**config.mk**
```make
export PLATFORM = sky130hd
export DESIGN_NAME = xor_parity_sched
export DESIGN_NICKNAME = d
export VERILOG_FILES = /design/src/rtl/xor_parity_sched.sv
export SDC_FILE = /design/constraint.sdc
export NUM_CORES = 1
export LEC_CHECK = 0
export ABC_CLOCK_PERIOD_IN_PS = 2500
export CAP_MARGIN = 20
export CORE_ASPECT_RATIO = 0.75
export CORE_MARGIN = 5
export CORE_UTILIZATION = 45
export DETAILED_ROUTE_END_ITERATION = 10
export PLACE_DENSITY = 0.73
export SLEW_MARGIN = 25
export SYNTH_ARGS = -nofsm -noshare
export SYNTH_HDL_FRONTEND = slang
export SYNTH_SLANG_ARGS = --single-unit
export TNS_END_PERCENT = 50
```
**constraint.sdc**
```tcl
create_clock -name clk -period 2.5 [get_ports clk]
set_input_delay 0.25 -clock clk [delete_from_list [all_inputs] [get_ports clk]]
set_output_delay 0.25 -clock clk [all_outputs]
set_load 0.02 [all_outputs]
```
**src/rtl/xor_parity_sched.sv**
```systemverilog
// Two-requester parity scheduler sharing a single 1-bit XOR cell through a
// round-robin arbiter. Define XOR_PAR_ODD_EN for odd parity (reset value 1).
module xor_parity_sched #(
  parameter int WIDTH = 8
) (
  input  logic             clk,
  input  logic             rst_n,
  input  logic             req0,
  input  logic [WIDTH-1:0] data0,
  input  logic             req1,
  input  logic [WIDTH-1:0] data1,
  output logic [1:0]       grant,
  output logic             busy,
  output logic             ack0,
  output logic             ack1,
  output logic             parity
);

  localparam int CNT_W = $clog2(WIDTH + 1);
  localparam logic [CNT_W-1:0] CNT_END = CNT_W'(WIDTH);

`ifdef XOR_PAR_ODD_EN
  localparam logic PAR_INV = 1'b1;
`else
  localparam logic PAR_INV = 1'b0;
`endif

  typedef enum logic [1:0] {
    IDLE  = 2'd0,
    SHIFT = 2'd1,
    DONE  = 2'd2
  } state_t;

  state_t           state;
  logic [WIDTH-1:0] sreg;
  logic [CNT_W-1:0] cnt;
  logic             acc;
  logic             last_one;  // 1: requester 1 was served most recently
  logic             pick_one;

  function automatic logic finish_parity(input logic a);
    return a ^ PAR_INV;
  endfunction

  // Requester 1 wins when alone, or when both ask and requester 0 went last.
  always_comb begin
    pick_one = req1 && (!req0 || !last_one);
  end

  always_ff @(posedge clk or negedge rst_n) begin
    if (!rst_n) begin
      state    <= IDLE;
      grant    <= 2'b00;
      busy     <= 1'b0;
      ack0     <= 1'b0;
      ack1     <= 1'b0;
      parity   <= PAR_INV;
      sreg     <= '0;
      cnt      <= '0;
      acc      <= 1'b0;
      last_one <= 1'b1;
    end else begin
      ack0 <= 1'b0;
      ack1 <= 1'b0;
      case (state)
        IDLE: begin
          if (req0 || req1) begin
            grant <= pick_one ? 2'b10 : 2'b01;
            sreg  <= pick_one ? data1 : data0;
            acc   <= 1'b0;
            cnt   <= '0;
            busy  <= 1'b1;
            state <= SHIFT;
          end
        end
        SHIFT: begin
          // The counter saturates at WIDTH; that terminal cycle hands off to DONE.
          if (cnt == CNT_END) begin
            state <= DONE;
          end else begin
            acc  <= acc ^ sreg[0];
            sreg <= sreg >> 1;
            cnt  <= cnt + 1'b1;
          end
        end
        DONE: begin
          parity   <= finish_parity(acc);
          ack0     <= grant[0];
          ack1     <= grant[1];
          last_one <= grant[1];
          grant    <= 2'b00;
          busy     <= 1'b0;
          state    <= IDLE;
        end
        default: state <= IDLE;
      endcase
    end
  end

endmodule

```
==> metrics.yaml <==
synth.largest_area_cell: "dfrtp_1"
ys_warn_count: 0
rsz0062_at_grt: "no"
fillers: 217
crit_required_ns: 2.74
netlist.area_leader.share_pct: 45.9
hold_path_class: "in2async"
max_cap_viol_count: 0
route.vias.total: 995
power_frac_seq_pct: 40.2
regToRegStartpoint: "state[1]"
grt_usage_pct: 16.3
synth.top_cells.by_count: "dfrtp_1 (21), nor2_1 (11), and2_1 (9), o31ai_1 (9)"
wl_um: 2520
crit_type: "reg2reg"
syn2layout_area_growth_pct: 28.1
coreArea_um2: 2360
post_drt_via_cell_ratio: 5.85
synth_cell_types: 30
yosysMostFrequentCell: "dfrtp_1"
dp_hpwl_um: 1870
synth_flop_cell: "dfrtp_1"
wl_per_cell_um: 14.8
synth-xor-area-share_pct: 0
busiest_layer: "met2"
met3_usage_pct: 4.80
yosys.area_share.simple_pct: 16.2
fin_crit_ns: 1.76
skew_ns: 0.0104
initial_utilization_pct: 48.4
status: "completed"
max_freq_ghz: 0.567
avgSynthCellArea_um2: 10.2
synth_top_family_by_area: "compound AO/OA/AOI/OAI gates"
cp-startpoint: "state[1]"
slew_violations: 0
reg2reg_slack_ns: 0.74
synth_edf_count: 0
post_synth_main_area_contributors: "dfrtp_1 (46%), o31ai_1 (5.9%), a221oi_1 (5.4%), o221ai_1 (5.4%), and2_1 (4.9%)"
ys_ff_latch: 22
grt_antenna_before_repair: 0
htreeDepth: 1
ctsHoldBuffers: 0
synth-adder-area-share_pct: 2.19
grt_pass1_wl_um: 4400
p_sw_share_pct: 36.4
drt-initial-drc-count: 35
path_max_fanout: 22
p_comb_share_pct: 41.4
drc: 0
diodes: 0
cts_resized: 0
io_buffers: 25
clock_latency_ns: 0.32
final_hold_viol_count: 0
path_clk_slew_ns: 0.13
p_total_mw: 1.48
synth.area.mux_share_pct: 2.84
cts_inserted_buffers: 3
finalSetupTns_ns: 0
global_route.usage.met2_pct: 27.2
startpoint_type: "flip-flop"
synth.net_count: 134
netlist_instances: 112
async_flop_share_pct: 100
finalCritPeriodShare_pct: 70.5
r2r_cells: 3
crit_arrival_ns: 2.00
post-cts-setup-buffers: 0
p_per_area_nw_per_um2: 1010
ant_nets: 0
synth_compound_area_share_pct: 25.2
drive_gt1_share_pct: 9.56
grt_max_degree: 23
io_pins: 26
clk_path_buf_depth: 2
peakVddDrop_mv: 0.417
power_frac_clock_pct: 18.4
drtPass1Iterations: 4
p_int_mw: 0.940
crit_path_end_kind: "flip-flop"
synth.yosys.seq_area_share_pct: 48.2
leakage_nw: 0.604
netlist_area_um2: 1140
grt_pass1_vias: 960
seq_area_um2: 552
slew_headroom_pct: 49.3
die_x_um: 68.2
grt_overflow: 0
worst_pin_slew_ns: 0.759
finalSetupViolCount: 0
rr_endpoint: "cnt[2]"
grt_use_met1_pct: 20.6
dieArea_um2: 3660
p_switching_mw: 0.539
place_congestion: 0.760
die_h_um: 53.7
rows: 15
multi_input_area_um2: 532
fin_nets: 159
tritoncts: "built"
cts_root_buf: "clkbuf_4"
clock_sinks: 22
worst max-delay path by stage:
stage               to  slack (ns)  depth (start not counted)
3_3_place_gp    cnt[0]        0.66                          5
5_1_grt        sreg[5]        0.60                          3
6_report        cnt[2]        0.74                          3
2_1_floorplan   cnt[2]        0.99                          6
4_1_cts         cnt[2]        0.73                          3
3_5_place_dp    cnt[0]        0.52                          5
worst max-delay path, cell delays in order, from the launching register on:
cell and delay [ns]:
dfrtp_1 0.44, nand2b_1 0.49, or4_1 0.61, a21oi_1 0.15
state kept, by name, summed over array words and instances, names as in the netlist:
name      count
ack0          1
acc           1
busy          1
grant         2
parity        1
last_one      1
cnt           4
ack1          1
sreg          8
state         2
per-layer routing:
| layer | routed length (µm) | part of all wire (%) |
|---|---|---|
| met4 | 25 | 0.99 |
| met1 | 1130 | 45 |
| met2 | 1200 | 48 |
| met3 | 153 | 6.1 |
| met5 | 0 | 0 |
stage by stage:
| stage | utilization [%] | hold WS (ns) | cell area [µm²] | instances | setup slack, ns |
|---|---|---|---|---|---|
| floorplan | - | -0.0456 | 1140 | 112 | 0.994 |
| global route | 62.0 | 0.263 | 1470 | 170 | 0.595 |
| finish | 62.0 | 0.254 | 1470 | 170 | 0.736 |
| detailed placement | 59.8 | 0.495 | 1410 | 166 | 0.519 |
| CTS | 62.0 | 0.256 | 1470 | 170 | 0.730 |
| global placement | 59.8 | 0.491 | 1410 | 166 | 0.658 |
cell type report:
| type | count | share of cell area, % |
|---|---|---|
| Sequential cell | 22 | 37.6 |
| Multi-Input combinational cell | 77 | 36.3 |
| Timing Repair Buffer | 27 | 18.1 |
| Tap cell | 34 | 2.90 |
| Clock inverter | 1 | 2.05 |
| Clock buffer | 3 | 1.54 |
| Inverter | 6 | 1.54 |
power groups by stage:
stage	sequential, mW	combinational, mW	clock, mW
after floorplan	0.607	0.431	0
after global placement	0.595	0.594	0
after detailed placement	0.600	0.618	0
after CTS	0.595	0.617	0.278
after global routing	0.618	0.690	0.294
final	0.595	0.613	0.272
logic make-up (layout without fill, tap and decap cells):
logic type / Yosys count / in the layout
adder cells (fa/ha/maj): 2 / 2
buffers and inverters: 13 / 37
multiplexers: 3 / 3
flip-flops: 22 / 22
AO/OA/AOI/OAI: 38 / 38
AND/OR/NAND/NOR: 34 / 34
cell usage in the layout (no fill, tap or decap), drive strengths merged, types with 3 or more instances in the layout:
cell type,netlist,layout
a221oi,7,7
clkdlybuf4s50,0,25
nor2,11,11
and2,9,9
a21oi,5,5
clkbuf,2,3
inv,6,6
o221ai,7,7
dfrtp,21,21
nand3,3,3
o21ai,5,5
o31ai,9,9
Power figures use the tool's default switching activity.
